<file path="config.mk">
export PLATFORM = sky130hd
export DESIGN_NAME = spi_flash_rd_ctrl
export DESIGN_NICKNAME = d
export VERILOG_FILES = /design/src/rtl/spi_flash_rd_ctrl.sv
export SDC_FILE = /design/constraint.sdc
export NUM_CORES = 1
export LEC_CHECK = 0
export BUFFER_PORTS_ARGS = -buffer_cell sky130_fd_sc_hd__buf_2
export CAP_MARGIN = 30
export CORE_MARGIN = 2
export CORE_UTILIZATION = 48
export CTS_CLUSTER_DIAMETER = 100
export DETAILED_ROUTE_END_ITERATION = 8
export GPL_TIMING_DRIVEN = 1
export PLACE_DENSITY_LB_ADDON = 0.2
export SETUP_SLACK_MARGIN = 0.15
export SLEW_MARGIN = 0
export SYNTH_ARGS = -nofsm -noshare
export SYNTH_HDL_FRONTEND = slang
export SYNTH_SLANG_ARGS = --single-unit
</file>
<file path="constraint.sdc">
create_clock -name clk -period 4.3 [get_ports clk]
set_clock_uncertainty 0.15 [all_clocks]
set_input_delay 0.215 -clock clk [delete_from_list [all_inputs] [get_ports clk]]
set_output_delay 0.215 -clock clk [all_outputs]
set_load 0.01 [all_outputs]
</file>
<file path="src/rtl/spi_flash_rd_ctrl.sv">
// SPI mode-0 flash read master: one 32-bit word per request via READ (0x03) + 24-bit address.
// Define SPI_FLASH_FAST_READ_EN to issue FAST_READ (0x0B) with 8 dummy SCK periods instead.
module spi_flash_rd_ctrl #(
    parameter int CLK_DIV = 2,
    parameter int ADDR_W  = 24
) (
    input  logic              clk,
    input  logic              rst_n,
    input  logic              req_valid,
    output logic              req_ready,
    input  logic [ADDR_W-1:0] req_addr,
    output logic              rsp_valid,
    output logic [31:0]       rsp_data,
    output logic              spi_cs_n,
    output logic              spi_sck,
    output logic              spi_mosi,
    input  logic              spi_miso
);

`ifdef SPI_FLASH_FAST_READ_EN
    localparam logic [7:0] CMD    = 8'h0B;
    localparam int         N_BITS = 72;
`else
    localparam logic [7:0] CMD    = 8'h03;
    localparam int         N_BITS = 64;
`endif

    localparam int               DIV_W      = $clog2(CLK_DIV + 1);
    localparam logic [DIV_W-1:0] PHASE_LAST = DIV_W'(CLK_DIV - 1);
    localparam logic [DIV_W-1:0] GAP_LAST   = DIV_W'(CLK_DIV);
    localparam logic [6:0]       BIT_LAST   = 7'(N_BITS - 1);
    localparam logic [6:0]       RX_FIRST   = 7'(N_BITS - 32);

    typedef enum logic [2:0] {IDLE, SETUP, SHIFT, HOLD, GAP} state_t;

    state_t           state, state_nxt;
    logic [DIV_W-1:0] div_cnt;
    logic [6:0]       bit_cnt;
    logic [31:0]      tx_shift;
    logic [31:0]      rx_shift;
    logic             phase_done;
    logic             gap_done;

    assign phase_done = (div_cnt == PHASE_LAST);
    // GAP also covers the response cycle, so it runs one cycle longer than a phase.
    assign gap_done   = (div_cnt == GAP_LAST);
    assign req_ready  = rst_n && (state == IDLE);
    assign spi_mosi   = tx_shift[31];

    always_ff @(posedge clk) begin
        if (!rst_n) state <= IDLE;
        else        state <= state_nxt;
    end

    always_comb begin
        // NOTE: default assigned first so every path drives state_nxt and no latch is inferred.
        state_nxt = state;
        unique case (state)
            IDLE:    if (req_valid) state_nxt = SETUP;
            SETUP:   if (phase_done) state_nxt = SHIFT;
            SHIFT:   if (spi_sck && phase_done && bit_cnt == BIT_LAST) state_nxt = HOLD;
            HOLD:    if (phase_done) state_nxt = GAP;
            GAP:     if (gap_done) state_nxt = IDLE;
            default: state_nxt = IDLE;
        endcase
    end

    // NOTE: rx_shift has no reset; it is fully refilled before rsp_data ever reads it.
    always_ff @(posedge clk) begin
        if (!rst_n) begin
            div_cnt   <= '0;
            bit_cnt   <= '0;
            tx_shift  <= '0;
            rsp_valid <= 1'b0;
            rsp_data  <= '0;
            spi_cs_n  <= 1'b1;
            spi_sck   <= 1'b0;
        end else begin
            rsp_valid <= 1'b0;
            div_cnt   <= div_cnt + DIV_W'(1);
            unique case (state)
                IDLE: begin
                    div_cnt <= '0;
                    if (req_valid) begin
                        tx_shift <= {CMD, req_addr};
                        spi_cs_n <= 1'b0;
                    end
                end
                SETUP: begin
                    if (phase_done) begin
                        div_cnt <= '0;
                        bit_cnt <= '0;
                    end
                end
                SHIFT: begin
                    if (phase_done) begin
                        div_cnt <= '0;
                        spi_sck <= ~spi_sck;
                        if (!spi_sck) begin
                            if (bit_cnt >= RX_FIRST) rx_shift <= {rx_shift[30:0], spi_miso};
                        end else begin
                            // Zeros shift in behind the command/address, so MOSI idles low afterwards.
                            tx_shift <= {tx_shift[30:0], 1'b0};
                            if (bit_cnt != BIT_LAST) bit_cnt <= bit_cnt + 7'd1;
                        end
                    end
                end
                HOLD: begin
                    if (phase_done) begin
                        div_cnt   <= '0;
                        spi_cs_n  <= 1'b1;
                        rsp_valid <= 1'b1;
                        rsp_data  <= {rx_shift[7:0], rx_shift[15:8], rx_shift[23:16], rx_shift[31:24]};
                    end
                end
                default: ;
            endcase
        end
    end

endmodule

</file>
==> Word level (Yosys, flattened, before mapping) <==
Cells that the tools add are included.
{ "op_classes": {"n_addsub": 2, "n_mul": 0, "div": 0, "order_cmp": 1, "n_eq_ne": 16, "shifts": 0, "mux": 21, "bitwise": 1, "n_reduce_logical": 16} }
{ "ops": {"columns": ["operator", "count"], "rows": [
  ["32-bit 2-to-1 mux", 3],
  ["32-bit case mux with 2 select lines", 1],
  ["7-bit 2-to-1 mux", 4],
  ["2-bit != test (second input constant)", 8],
  ["3-bit 2-to-1 mux", 5],
  ["3-bit case mux with 5 select lines", 1],
  ["5-bit AND reduction", 3],
  ["7-bit case mux with 2 select lines", 1],
  ["7-bit by 1-bit adder with 7-bit output (second input constant)", 1],
  ["7-bit by 6-bit == test with 1-bit output (second input constant)", 1],
  ["7-bit by 6-bit >= comparator with 1-bit output (second input constant)", 1],
  ["7-bit by 6-bit != test with 1-bit output (second input constant)", 1],
  ["3-bit by 2-bit == test with 1-bit output (second input constant)", 2],
  ["2-bit AND reduction", 3],
  ["2-bit nonzero test", 3],
  ["2-bit case mux with 2 select lines", 1],
  ["4-bit AND reduction", 1],
  ["3-bit by 1-bit == test with 1-bit output (second input constant)", 1],
  ["3-bit == test (second input constant)", 1],
  ["1-bit logical AND", 3],
  ["3-bit zero test", 1],
  ["1-bit 2-to-1 mux", 3],
  ["3-bit AND reduction", 1],
  ["3-bit OR reduction", 1],
  ["6 further kinds", 6]
]} }
{ "totals": {"reg_bits": 111, "latchBits": 0, "ram_bits": 0, "romBits": 0, "inputBits": 28, "out_inout_bits": 37, "wordCells": 66, "n_memories": 0} }

==> Logic depth before layout (Yosys ltp) <==
{ "logic_depth": {"ltp_word": 5, "ltp_mapped": 8, "depth_no_buf": 6} }

==> Least setup slack after synthesis <==
OpenSTA, ideal clock, no wires.
{ "synth_timing": {"path_type": "reg-to-reg", "start": "register state[2]", "end": "register rx_shift[0] (enable)", "setup_ps": 502, "t_arrival_ps": 3979, "required_time_ps": 3648, "slack_ps": -331, "stages_incl_launch_ff": 4, "path_buffers": 1, "period_less_slack_ps": 4631, "path_cell_list": "dfxtp_1 > buf_4 > and4bb_1 > nor4bb_1"} }
{ "synth_between": {"elab_chain_cells": 2} }
{ "synth_rtl": {"columns": ["element", "line", "rtl"], "rows": [
  ["from (decl)", "36", "state_t state, state_nxt;"],
  ["from (signal assigned)", "52", "else state <= state_nxt;"],
  ["3-bit by 2-bit == test with 1-bit output", "81", "unique case (state)"],
  ["5-bit AND reduction (no source line)", null, null],
  ["to (signal assigned)", "100", "if (bit_cnt >= RX_FIRST) rx_shift <= {rx_shift[30:0], spi_miso};"],
  ["to (decl)", "40", "logic [31:0] rx_shift;"]
]} }
Every way passes these cells.
A chain may end at the register's enable or synchronous reset.

==> Final worst setup path <==
{ "layout_timing": {"start": "register state[2]", "end": "register bit_cnt[3]"} }
{ "layout_between": {"elab_chain_cells": 3, "word_cells_on_any_way": 9, "cone_classes": "eq/ne: 6; mux: 1; reduce/logical: 2"} }
{ "layout_rtl": {"columns": ["element", "line", "rtl"], "rows": [
  ["3-bit by 2-bit == test with 1-bit output or 3-bit by 1-bit == test with 1-bit output (tied branches)", "81", null],
  ["2-bit != test (no source line) or 2-bit nonzero test (tied branches)", null, null],
  ["5-bit AND reduction (no source line)", null, null],
  ["to (signal assigned)", "104", "if (bit_cnt != BIT_LAST) bit_cnt <= bit_cnt + 7'd1;"],
  ["to (decl)", "38", "logic [6:0] bit_cnt;"]
]} }
Parallel ways exist; a longest one is shown, timed or not.

==> impl_metrics.csv <==
group,metric,value,unit
run_status,outcome,"complete, no violations",
floorplanning,die_area,9930,sq um
timing,final.period_utilization,50.7,%
synthesis,async_reset_ff_share,0,%
synthesis,synth_area_per_cell,10.0,sq um
setup_path,reg2reg_to,"bit_cnt[3]",
hold_path,hold_class,"input port to register",
timing,slew_headroom,34.2,%
synthesis,synthesis.nets,471,
final_layout,drive_above_1_share,18.9,%
synthesis,synth_flop_cell,"dfxtp_1",
synthesis,yosysTopAreaCellShare,36.0,%
floorplanning,io_pins,65,
synthesis,synth_area_leader_cell,"dfxtp_1",
final_layout,fin_nets,524,
floorplanning,rows,34,
clocking,path_clk_slew,0.09,ns
setup_path,cp-start-kind,"register",
place,dp_hpwl,5210,um
place,place_area,4760,sq um
drt,dr_total_vias,3220,
hold_path,min_to,"tx_shift[0]",
power,p_leak,2.10,nW
hold_path,hold_path_depth,3,
final_layout,antenna_cells,0,
synthesis,yosysSeqAreaShare,57.9,%
final_layout,finish.utilization,56.5,%
clocking,cts_max_level,3,
hold_path,hp-start,"req_valid",
timing,fin_setup_tns,0,ns
floorplanning,coreArea,8810,sq um
setup_path,reg2reg_depth,4,
final_layout,final_area,4970,sq um
final_layout,multi_input_area,1700,sq um
setup_path,ff2ff_setup_slack,2.12,ns
setup_path,cp_data_arrival_time,2.28,ns
drt,dr.first_iter.drc_count,197,
timing,tightest_slew,0.987,ns
clocking,cts_tree,"yes",
synthesis,syn_inst,439,
grt,grt_pass1_vias,3074,
final_layout,ff_latch_area,2540,sq um
power,cellPowerDensity,367,nW/um^2
grt,grtUsageTotal,17.4,%
place,portBuffers,64,
synthesis,ys_types,46,
final_layout,fin_cells,605,
drt,wire_per_inst,13.5,um
synthesis,ys_ff_latch,111,
synthesis,synthTopCellsByCount,"nand2_1, dfxtp_1, a21boi_1",
clocking,cts_buffers,9,
grt,grt_overflow,0,
setup_path,endpoint_kind,"register",
final_layout,areaGrowthSynthToFinish,13.2,%
drt,drt-total-wl,8180,um
timing,hold_viol_final,0,
synthesis,synth_area,4390,sq um
place,gp_congestion,0.757,
grt,grt_pass1_wl,14000,um
clocking,cts_resized,0,
setup_path,crit-reg2reg-launch,"state[2]",
timing,setup_viol,0,
synthesis,synth_edf_count,32,
floorplanning,fp.dieW,99.7,um
final_layout,nFillCells,805,
clocking,cts_root_buffer,"clkbuf_8",
synthesis,yosysWarningCount,0,
floorplanning,initial_core_util,49.9,%
drt,dr.pass1.iters,5,
timing,fmax,0.458,GHz
synthesis,yosysMostFrequentCell,"nand2_1",
setup_path,cp.required,4.40,ns
drt,antenna_left,0,
grt,antenna_found_initial,0,
clocking,clock-sinks,111,
synthesis,netlist_top_cells_area,"dfxtp_1, edfxtp_1, nand2_1",
timing,rsz0062_at_grt,"no",
floorplanning,die_h,99.7,um
clocking,clk_latency,0.36,ns
grt,grt_max_degree,80,
clocking,clk_path_buf_depth,2,
drt,vias_per_cell,5.32,
drt,drc,0,
setup_path,path_class,"register to register",
timing,post-route-min-period,2.18,ns
place,dpl.cell_count,587,
setup_path,path_max_fanout,30,
timing,finalMaxSlewViolations,0,
power,irDropWorstVdd,0.000216,V
job,drv_cap,0,
-- layer usage --
metal	vias up	routed length, um	track usage [%]
met5	-	0	0
met4	0	89	5.16
met3	6	329	4.50
met2	85	3830	29.0
met1	1517	3940	22.3
li1	1612	-	-
-- registers in the layout, indices dropped and copies added, names as in the netlist --
| register | cells |
|---|---|
| spi_cs_n | 1 |
| bit_cnt | 7 |
| tx_shift | 32 |
| div_cnt | 2 |
| spi_sck | 1 |
| rsp_valid | 1 |
| rsp_data | 32 |
| rx_shift | 32 |
| state | 3 |
-- cell type report --
type | count | area share [%]
Timing Repair Buffer | 72 | 7.75
Tap cell | 108 | 2.72
Clock inverter | 5 | 0.780
Sequential cell | 111 | 51.1
Multi-Input combinational cell | 293 | 34.2
Inverter | 5 | 0.377
Clock buffer | 11 | 3.07
-- critical path: stages, from the launching register on --
cell and delay [ns]:
dfxtp_1 0.68, or3b_1 0.86, nor2_1 0.13, a21oi_1 0.17, o22ai_1 0.08
-- power by group --
group          leakage (nW)  internal, mW  total, mW  switching (mW)
Combinational          1.08        0.0559      0.121          0.0653
Sequential            0.930          1.10       1.12          0.0193
Clock                0.0955         0.251      0.589           0.338
-- worst max-delay path by stage --
stage                  start          end  slack (ns)
detailed placement  state[2]   bit_cnt[3]        2.14
CTS                 state[2]     state[0]        2.11
global route        state[2]     state[0]        1.90
floorplan           state[2]  rx_shift[0]        0.94
finish              state[2]   bit_cnt[3]        2.12
global placement    state[2]   bit_cnt[3]        2.22
-- cell usage in the layout, fill, tap and decap left out, types with 5 or more instances in the layout --
cell / synthesis / layout
a21boi_1: 35 / 35
buf_4: 3 / 6
clkbuf_8: 0 / 9
a21oi_1: 5 / 5
dfxtp_1: 79 / 79
nand2_1: 134 / 134
nor3_1: 5 / 5
inv_1: 5 / 5
o211a_1: 23 / 23
edfxtp_1: 32 / 32
buf_2: 17 / 64
nor2_1: 9 / 9
nand3_1: 32 / 32
-- kinds of logic after synthesis --
kind of cell	share of synthesized area, %
and+or+nand+nor	21.4
muxes	0.228
xor gates and xnor gates	0.399
buffers and inverters	3.90
adders and majority gates	1.14
DFF	57.9
AOI/OAI and AO/OA	15.0
-- what timing repair did --
action                    in CTS  in global routing
hold endpoints to repair       2                  0
hold buffers                   2                  0
setup buffers                  0                  0
-- through the flow --
step	worst slack, ns	hold slack [ns]	total power [mW]
3_3_place_gp	2.22	0.245	1.26
5_1_grt	1.90	0.0317	1.91
4_1_cts	2.11	0.0187	1.85
3_5_place_dp	2.14	0.254	1.26
2_1_floorplan	0.939	0.164	1.23
6_report	2.12	0.0387	1.83
(Power assumes the default switching activity.)
